[src/rtl/aes_seq_pkg.sv]
// Shared types and constants for the AES trace sequencer: FSM states, plaintext
// mode encodings and the 32-bit Galois LFSR definition.
package aes_seq_pkg;

    typedef enum logic [2:0] {
        ST_IDLE,
        ST_LOAD,
        ST_RUN,
        ST_GAP,
        ST_DONE,
        ST_ERR
    } seq_state_e;

    typedef enum logic [1:0] {
        MODE_FIXED  = 2'd0,
        MODE_RANDOM = 2'd1,
        MODE_FVR    = 2'd2,
        MODE_RSVD   = 2'd3
    } seq_mode_e;

    localparam logic [31:0] LFSR_POLY     = 32'h8020_0003;
    localparam logic [31:0] LFSR_SEED_DEF = 32'h0000_0001;
    localparam int unsigned LOAD_CYCLES   = 4;

    // Right-shifting Galois form: feedback taps applied when the bit shifted out is 1.
    function automatic logic [31:0] lfsr_step(input logic [31:0] s);
        return {1'b0, s[31:1]} ^ (s[0] ? LFSR_POLY : 32'h0000_0000);
    endfunction

endpackage

[src/rtl/aes_seq_lfsr.sv]
// 32-bit Galois LFSR with synchronous load and single-step advance; next_o exposes
// the value the register will hold after the current edge.
module aes_seq_lfsr
    import aes_seq_pkg::*;
#(
    parameter logic [31:0] RST_VAL = LFSR_SEED_DEF
) (
    input  logic        clk_i,
    input  logic        rst_ni,
    input  logic        load_i,
    input  logic [31:0] load_val_i,
    input  logic        step_i,
    output logic [31:0] state_o,
    output logic [31:0] next_o
);

    logic [31:0] state_q, state_d;

    always_comb begin
        state_d = state_q;
        if (load_i) begin
            state_d = load_val_i;
        end else if (step_i) begin
            state_d = lfsr_step(state_q);
        end
    end

    always_ff @(posedge clk_i) begin
        if (!rst_ni) begin
            state_q <= RST_VAL;
        end else begin
            state_q <= state_d;
        end
    end

    assign state_o = state_q;
    assign next_o  = state_d;

endmodule

[src/rtl/aes_trace_sequencer.sv]
// Drives an AES core through a run of encryptions for side-channel capture:
// fixed / random / fixed-vs-random plaintexts, scope trigger, inter-trace noise gap.
module aes_trace_sequencer
    import aes_seq_pkg::*;
#(
    parameter int unsigned DATA_W     = 128,
    parameter int unsigned KEY_W      = 128,
    parameter int unsigned CNT_W      = 16,
    parameter int unsigned GAP_CYCLES = 15,
    parameter int unsigned TIMEOUT    = 1024,
    parameter logic [31:0] SEED_DEF   = LFSR_SEED_DEF
) (
    input  logic              AES_clk,
    input  logic              AES_rst_n,
    input  logic              seq_start,
    input  logic              seq_abort,
    input  logic [1:0]        cfg_mode,
    input  logic [DATA_W-1:0] cfg_fixed_pt,
    input  logic [KEY_W-1:0]  cfg_key,
    input  logic [31:0]       cfg_seed,
    input  logic [CNT_W-1:0]  cfg_num_traces,
    output logic              AES_en,
    output logic [DATA_W-1:0] AES_data_in,
    output logic [KEY_W-1:0]  AES_key_in,
    input  logic              AES_data_out_valid,
    input  logic [DATA_W-1:0] AES_data_out,
    output logic              trig,
    output logic              res_valid,
    output logic [DATA_W-1:0] res_pt,
    output logic [DATA_W-1:0] res_ct,
    output logic              res_class,
    output logic [CNT_W-1:0]  res_idx,
    output logic              seq_busy,
    output logic              seq_done,
    output logic              seq_err
);

    localparam int unsigned TMO_W = $clog2(TIMEOUT + 1);
    localparam int unsigned GAP_W = $clog2(GAP_CYCLES + 1);
    localparam int unsigned LC_W  = $clog2(LOAD_CYCLES);

    seq_state_e        state_q;
    seq_mode_e         mode_q;
    logic [DATA_W-1:0] fixed_q, rnd_q, data_in_q;
    logic [KEY_W-1:0]  key_q;
    logic [CNT_W-1:0]  num_q, idx_q;
    logic              cls_q;
    logic [LC_W-1:0]   load_cnt_q;
    logic [TMO_W-1:0]  tmo_q;
    logic [GAP_W-1:0]  gap_q;
    logic              en_q, trig_q, busy_q, done_q, err_q;
    logic              res_valid_q, res_class_q;
    logic [DATA_W-1:0] res_pt_q, res_ct_q;
    logic [CNT_W-1:0]  res_idx_q;

    logic [DATA_W-1:0] rnd_d, pt_sel, noise;
    logic              cls_cur;
    logic [31:0]       lfsr_state, lfsr_next, seed_sel;
    logic              start_ok, lfsr_load, lfsr_adv;

    assign start_ok  = seq_start && (cfg_num_traces != '0);
    assign lfsr_load = start_ok && ((state_q == ST_IDLE) || ((state_q == ST_ERR) && !seq_abort));
    assign lfsr_adv  = (state_q == ST_LOAD) || (state_q == ST_GAP);
    assign seed_sel  = (cfg_seed == '0) ? SEED_DEF : cfg_seed;

    aes_seq_lfsr #(
        .RST_VAL(SEED_DEF)
    ) u_lfsr (
        .clk_i     (AES_clk),
        .rst_ni    (AES_rst_n),
        .load_i    (lfsr_load),
        .load_val_i(seed_sel),
        .step_i    (lfsr_adv),
        .state_o   (lfsr_state),
        .next_o    (lfsr_next)
    );

    // Class is decided on the first LOAD cycle and held in cls_q for the rest of the trace.
    always_comb begin
        rnd_d   = DATA_W'({rnd_q, lfsr_state});
        cls_cur = cls_q;
        if (load_cnt_q == '0) begin
            case (mode_q)
                MODE_RANDOM: cls_cur = 1'b1;
                MODE_FVR:    cls_cur = lfsr_state[0];
                default:     cls_cur = 1'b0;
            endcase
        end
        pt_sel = cls_cur ? rnd_d : fixed_q;
        noise  = '0;
        for (int unsigned i = 0; i < DATA_W; i++) begin
            noise[i] = lfsr_next[i % 32];
        end
    end

    always_ff @(posedge AES_clk) begin
        if (!AES_rst_n) begin
            state_q     <= ST_IDLE;
            mode_q      <= MODE_FIXED;
            fixed_q     <= '0;
            rnd_q       <= '0;
            data_in_q   <= '0;
            key_q       <= '0;
            num_q       <= '0;
            idx_q       <= '0;
            cls_q       <= 1'b0;
            load_cnt_q  <= '0;
            tmo_q       <= '0;
            gap_q       <= '0;
            en_q        <= 1'b0;
            trig_q      <= 1'b0;
            busy_q      <= 1'b0;
            done_q      <= 1'b0;
            err_q       <= 1'b0;
            res_valid_q <= 1'b0;
            res_class_q <= 1'b0;
            res_pt_q    <= '0;
            res_ct_q    <= '0;
            res_idx_q   <= '0;
        end else begin
            res_valid_q <= 1'b0;
            done_q      <= 1'b0;
            if (seq_abort && (state_q != ST_IDLE)) begin
                state_q <= ST_IDLE;
                en_q    <= 1'b0;
                trig_q  <= 1'b0;
                busy_q  <= 1'b0;
            end else begin
                case (state_q)
                    ST_IDLE, ST_ERR: begin
                        if (seq_start) begin
                            err_q <= 1'b0;
                            if (cfg_num_traces == '0) begin
                                done_q  <= 1'b1;
                                busy_q  <= 1'b0;
                                state_q <= ST_IDLE;
                            end else begin
                                mode_q     <= seq_mode_e'(cfg_mode);
                                fixed_q    <= cfg_fixed_pt;
                                key_q      <= cfg_key;
                                num_q      <= cfg_num_traces;
                                idx_q      <= '0;
                                load_cnt_q <= '0;
                                busy_q     <= 1'b1;
                                state_q    <= ST_LOAD;
                            end
                        end
                    end
                    ST_LOAD: begin
                        rnd_q      <= rnd_d;
                        cls_q      <= cls_cur;
                        load_cnt_q <= load_cnt_q + LC_W'(1);
                        if (load_cnt_q == LC_W'(LOAD_CYCLES - 1)) begin
                            data_in_q <= pt_sel;
                            en_q      <= 1'b1;
                            trig_q    <= 1'b1;
                            tmo_q     <= '0;
                            state_q   <= ST_RUN;
                        end
                    end
                    ST_RUN: begin
                        if (AES_data_out_valid) begin
                            res_valid_q <= 1'b1;
                            res_pt_q    <= data_in_q;
                            res_ct_q    <= AES_data_out;
                            res_class_q <= cls_q;
                            res_idx_q   <= idx_q;
                            idx_q       <= idx_q + CNT_W'(1);
                            data_in_q   <= noise;
                            en_q        <= 1'b0;
                            trig_q      <= 1'b0;
                            gap_q       <= '0;
                            state_q     <= ST_GAP;
                        end else if (tmo_q == TMO_W'(TIMEOUT - 1)) begin
                            err_q   <= 1'b1;
                            en_q    <= 1'b0;
                            trig_q  <= 1'b0;
                            state_q <= ST_ERR;
                        end else begin
                            tmo_q <= tmo_q + TMO_W'(1);
                        end
                    end
                    ST_GAP: begin
                        data_in_q <= noise;
                        if (gap_q == GAP_W'(GAP_CYCLES - 1)) begin
                            if (idx_q < num_q) begin
                                load_cnt_q <= '0;
                                state_q    <= ST_LOAD;
                            end else begin
                                state_q <= ST_DONE;
                            end
                        end else begin
                            gap_q <= gap_q + GAP_W'(1);
                        end
                    end
                    ST_DONE: begin
                        done_q  <= 1'b1;
                        busy_q  <= 1'b0;
                        state_q <= ST_IDLE;
                    end
                    default: begin
                        state_q <= ST_IDLE;
                        busy_q  <= 1'b0;
                    end
                endcase
            end
        end
    end

    assign AES_en      = en_q;
    assign AES_data_in = data_in_q;
    assign AES_key_in  = key_q;
    assign trig        = trig_q;
    assign res_valid   = res_valid_q;
    assign res_pt      = res_pt_q;
    assign res_ct      = res_ct_q;
    assign res_class   = res_class_q;
    assign res_idx     = res_idx_q;
    assign seq_busy    = busy_q;
    assign seq_done    = done_q;
    assign seq_err     = err_q;

endmodule

[config.mk]
export PLATFORM = sky130hd
export DESIGN_NAME = aes_trace_sequencer
export DESIGN_NICKNAME = d
export VERILOG_FILES = /design/src/rtl/aes_seq_pkg.sv /design/src/rtl/aes_seq_lfsr.sv /design/src/rtl/aes_trace_sequencer.sv
export SDC_FILE = /design/constraint.sdc
export NUM_CORES = 2
export LEC_CHECK = 0
export CAP_MARGIN = 40
export CELL_PAD_IN_SITES_DETAIL_PLACEMENT = 1
export CELL_PAD_IN_SITES_GLOBAL_PLACEMENT = 2
export CORE_AREA = 4 4 381 383
export CTS_CLUSTER_DIAMETER = 80
export DETAILED_ROUTE_END_ITERATION = 10
export DIE_AREA = 0 0 385 387
export GPL_TIMING_DRIVEN = 0
export PLACE_DENSITY = 0.73
export SETUP_SLACK_MARGIN = 0.5
export SLEW_MARGIN = 20
export SYNTH_ARGS = -nofsm -noshare
export SYNTH_HDL_FRONTEND = slang
export SYNTH_HIERARCHICAL = 1
export SYNTH_SLANG_ARGS = --single-unit
export TNS_END_PERCENT = 5
[constraint.sdc]
create_clock -name AES_clk -period 3.15 [get_ports AES_clk]
set_input_delay 0.63 -clock AES_clk [delete_from_list [all_inputs] [get_ports AES_clk]]
set_output_delay 0.63 -clock AES_clk [all_outputs]
set_load 0.1 [all_outputs]
After elaboration in Yosys (flattened, before gate mapping)
Index checks and enable logic that the tools add are counted.
Cells by class
  equality and inequality tests: 21
  add/sub/neg operators: 4
  reduce and logical (&&, ||, !) cells: 34
  bitwise operators: 6
  $lt $le $gt $ge: 1
  muxes and demuxes: 49
Operator list (count)
  $mux W128: 3
  $pmux W128 S3: 1
  $mux W32: 4
  $mux W16: 3
  $mux W11: 3
  $logic_not A32 Y1: 1
  $pmux W16 S2: 1
  $xor A31 B32 Y32: 1
  $pmux W11 S2: 1
  $mux W3: 6
  $add A16 B1 Y16 const B: 1
  $logic_not A16 Y1: 1
  $lt A16 B16 Y1: 1
  $reduce_and A4 Y1: 4
  $reduce_bool A16 Y1: 1
  $reduce_and A5 Y1: 3
  $ne A2 B2 Y1 const B: 7
  $mux W1: 13
  $pmux W3 S4: 1
  $add A11 B1 Y11 const B: 1
  $eq A11 B10 Y1 const B: 1
  $pmux W1 S2: 5
  $reduce_bool A3 Y1: 3
  $mux W2: 4
  other kinds (25): 45
Word-level totals
  input bits: 439
  bits in registers: 845
  output and inout bits: 535

Depth between registers and ports, before layout
  word-level depth: 7
  gate-level depth with buffers: 14
  depth with buffers taken out: 9

Modules after synthesis
Netlist, hierarchy kept.
By module, submodules not included
  aes_trace_sequencer: cells each 3911, times used 1, seq. area each 16275.6 µm², area each 32189.6 µm²
  aes_seq_lfsr: cells each 177, times used 1, seq. area each 640.6 µm², area each 1561.5 µm²

Least setup slack after synthesis
No wires, ideal clock.
  path kind: input-to-reg
  from: input cfg_num_traces[4]
  to: register data_in_q[1] (netlist: AES_data_in[1])
  setup time: 0.118 ns
  buffers on the path: 4
  stages: 12
  arrival: 2.598 ns
  path slack: 0.435 ns
  cells stage by stage: nor4_1 and4_1 buf_4 or2_2 buf_2 inv_2 buf_2 buf_4 nor2_1 a221o_1 o21a_1 a22o_1
On the way
  cells in the longest elaborated chain, start to end: 6
Ends and longest elaborated chain
  from (decl): line aes_trace_sequencer.sv:21  | input logic [CNT_W-1:0] cfg_num_traces,
  $reduce_bool A16 Y1 (*): line aes_trace_sequencer.sv:61  | assign start_ok = seq_start && (cfg_num_traces != '0);
  $logic_and A1 B1 Y1 (*): line aes_trace_sequencer.sv:61
  $logic_and A1 B1 Y1 (*): line aes_trace_sequencer.sv:62  | assign lfsr_load = start_ok && ((state_q == ST_IDLE) || ((state_q == ST_ERR) && !seq_abort));
  via lfsr_load: line aes_trace_sequencer.sv:59  | logic start_ok, lfsr_load, lfsr_adv;
  $mux W32 (*): line aes_seq_lfsr.sv:21  | if (load_i) begin
  via lfsr_next[1]: line aes_trace_sequencer.sv:58  | logic [31:0] lfsr_state, lfsr_next, seed_sel;
  $mux W128: line aes_trace_sequencer.sv:162  | if (AES_data_out_valid) begin
  $pmux W128 S3 (*): line aes_trace_sequencer.sv:129  | case (state_q)
  to (signal assigned): line aes_trace_sequencer.sv:154  | data_in_q <= pt_sel;
  to (signal assigned): line aes_trace_sequencer.sv:169  | data_in_q <= noise;
  to (signal assigned): line aes_trace_sequencer.sv:184  | data_in_q <= noise;
  to (decl): line aes_trace_sequencer.sv:44  | logic [DATA_W-1:0] fixed_q, rnd_q, data_in_q;
The timed path passes the listed nets; every way through them passes the cells marked *. The select of a mux whose other input is x is not followed.
A chain may end at the register's enable or synchronous reset.

Worst setup path in the final report
  from: register data_in_q[127] (netlist: AES_data_in[127])
  to: output AES_data_in[127]
RTL lines
  to (decl): line aes_trace_sequencer.sv:23  | output logic [DATA_W-1:0] AES_data_in,
No word-level cell between the ends.

==> run summary <==
Status = complete, no violations
Cells after synthesis = 4088
Drt total wl = 196800 um
Slowest cell delay on critical path = 750 ps
Number of global-route vias before repair = 38940
Nets = 6168
Critical path type = reg2out
Area added between synthesis and finish = 83.34%
Clk root buf = clkbuf_16
Syn avg cell area = 8.256 sq um
Full die area = 0.1490 sq mm
IO Count = 974
Worst path buffer plus inverter count = 2
Worst VDD drop = 0.4184 mV
Gpl congestion = 0.8435
Fin crit share = 0.8789
Clk_skew = 48.30 ps
Worst slew pin tran = 799.6 ps
Cell taking the most area after synthesis = dfxtp_1
Pre-antenna DRT Iters = 7
WL/cell = 25.51 um
Post-Place Cells = 7483
Crit-path max FO = 3
Final cell count without fillers = 7716
Register area share after synthesis = 0.5012
Total track usage = 0.2574
Sequential cell area = 0.01692 sq mm
Final instance area = 0.06188 sq mm
PD cells = 468.4 mW/mm^2
Clk slew on worst S/H paths = 60 ps
Worst EP arrival = 2140 ps
Asr flop ratio synth = 0
H-tree depth = 3
Num CTS Buffers = 106
Grt total ovfl = 0
Minimum clock period = 2768 ps
Top cell family by delay on the critical path = buffers and inverters
Multi-input gate area = 0.01538 sq mm
Post-route ant nets = 0
Number of synthesized flops with an enable pin = 0
Port Buf Inserts = 973
Clk_lat worst skew = 730 ps
Endpoint class of the critical path = output port
Synth top area share = 0.5012
Final setup vio count = 0
# rows = 138
First-pass GRT wire length = 281300 um
Die height = 387 um
Hold Path Class = in2reg
Drt drc = 0
Synth top area cells = dfxtp_1, nand2_1, a21boi_0, a22o_1, a21boi_1
CTS tree = done
Commonest non-fill, non-tap cell in the layout = nand2_1
Clock buffer depth = 3
Placed inst area = 0.05789 sq mm
Max Cap Viol = 0
F_max = 361.2 MHz
# fillers = 15620
Worst rel slew slack = 0.4669
R2r setup slk = 470 ps
Die Wd = 385 um
Max stage delay cell, worst path = clkdlybuf4s50_1
Initial drt markers = 1491
Hold Fails Final Rpt = 0
Via count = 35710
Yosys warns = 6
Syn_nets = 4550
DR vias/cell = 4.628
Yosys cell types = 60
Worst EP required = 2520 ps
Layout cells sized above 1 = 0.1571
Core ar. = 0.1414 sq mm
Initial Util = 0.2387
Initial antenna violation count = 64
Clock Sinks = 845
Pins Over Slew Limit = 0
Commonest non-fill, non-tap cells in the layout = nand2_1, clkdlybuf4s50_1, dfxtp_1, a21boi_0, buf_16
Startpoint Class = flop
Top FF cell, synth = dfxtp_1
Synthesized cell area = 0.03375 sq mm
Critical path, cell by cell = clkdlybuf4s50_1 > buf_16
Dpl hpwl = 161800 um
RSZ-0062 raised after global routing = yes
Seq cells post-synth = 845
Lkg Pwr = 23.28 nW
Largest net degree at the start of global routing = 16
final timing paths:
path,start,endpoint,cells past startpoint
worst max register to register,idx_q[13],load_cnt_q[1],7
worst min register to register,res_pt[69],res_pt[69],2
worst max-delay path,AES_data_in[127],AES_data_in[127],2
worst min-delay path,cfg_num_traces[15],num_q[15],3
tightest hold or removal path, cell delays in order:
cell            delay, ps
dlymetal6s2s_1        170
nand2_1                70
a21boi_0               70
flip-flops by register name, summed over array words and instances (netlist names), 2 cells and up:
name and cells:
AES_data_in 128, state_q 3, AES_key_in 128, res_idx 16
res_ct 128, gap_q 4, tmo_q 11, fixed_q 128
rnd_q 96, u_lfsr/state_o 32, mode_q 2, num_q 16
res_pt 128, idx_q 16, load_cnt_q 2
synth_stat cells (3+ instances only):
cell and instances:
nor2b_1 4, o21ai_0 15, dfxtp_1 845, nand4_1 11, buf_4 23, a211oi_1 5, or3_1 7, a21oi_1 25
inv_1 26, a21boi_0 501, nor3_1 7, xor2_1 15, xnor2_1 9, mux2i_1 33, o31ai_1 3, nor4_1 12
a221o_1 3, and3_1 8, buf_1 5, and4_1 4, nor2_1 39, o21a_1 33, a22o_1 128, nand3_1 141
o21ai_1 29, nand2_1 1598, and2_1 38, nand2b_1 6, a21o_1 4, buf_2 63, nand3b_1 3, and2b_1 3
clkbuf_1 243, a21boi_1 142, buf_6 4, ha_1 23
cell type report:
type                            count  share of cell area
Timing Repair Buffer             1510              0.3525
Antenna cell                       32            0.001294
Tap cell                         1890             0.03822
Buffer                            338             0.02556
Clock inverter                     35            0.006369
Multi-Input combinational cell   2878              0.2486
Clock buffer                      161             0.05237
Inverter                           27            0.001719
Sequential cell                   845              0.2734
metrics by stage:
stage	setup TNS, ps	worst slack (ps)	power, W	utilization	hold slack [ps]
after floorplan	0	517.9	0.01392	-	435.1
after global placement	-795210	-1574	0.01568	0.3244	440.4
after detailed placement	-479460	-1242	0.01647	0.4094	445.1
after CTS	0	255.3	0.02933	0.4364	279.3
after global routing	0	302.3	0.03008	0.4374	250.0
final	0	381.5	0.02898	0.4376	282.5
logic make-up (layout without fill, tap and decap cells):
logic type	after synthesis	count (layout)	share of synthesized area
xor+xnor	24	24	0.006228
flops	845	845	0.5012
fa+ha+maj	23	23	0.008527
compound gates	902	902	0.2018
simple gates	1895	1895	0.2257
other cells	0	32	0
buf+inv	365	2071	0.04638
mux	34	34	0.01012
power breakdown:
part | leakage [nW] | total (W) | switching, W | internal [W]
Sequential | 6.86 | 0.0113 | 0.000280 | 0.0111
Clock | 1.79 | 0.0127 | 0.00523 | 0.00749
Combinational | 14.6 | 0.00492 | 0.00291 | 0.00201
Total | 23.3 | 0.0290 | 0.00842 | 0.0206
repair_timing:
item | in CTS | in global routing
resized for setup | 76 | 59
pin swaps | 5 | 3
hold buffers | 0 | 0
endpoints found under the setup margin | 861 | 696
setup buffers | 3 | 1
layer usage:
| layer | GRT usage | wire length [um] | vias up |
|---|---|---|---|
| li1 | - | - | 16760 |
| met1 | 0.2856 | 75310 | 17500 |
| met2 | 0.4743 | 101800 | 1087 |
| met3 | 0.06226 | 12240 | 332 |
| met4 | 0.09010 | 7233 | 28 |
| met5 | 0 | 179 | - |
No activity file was read; power rests on OpenSTA's default activity.
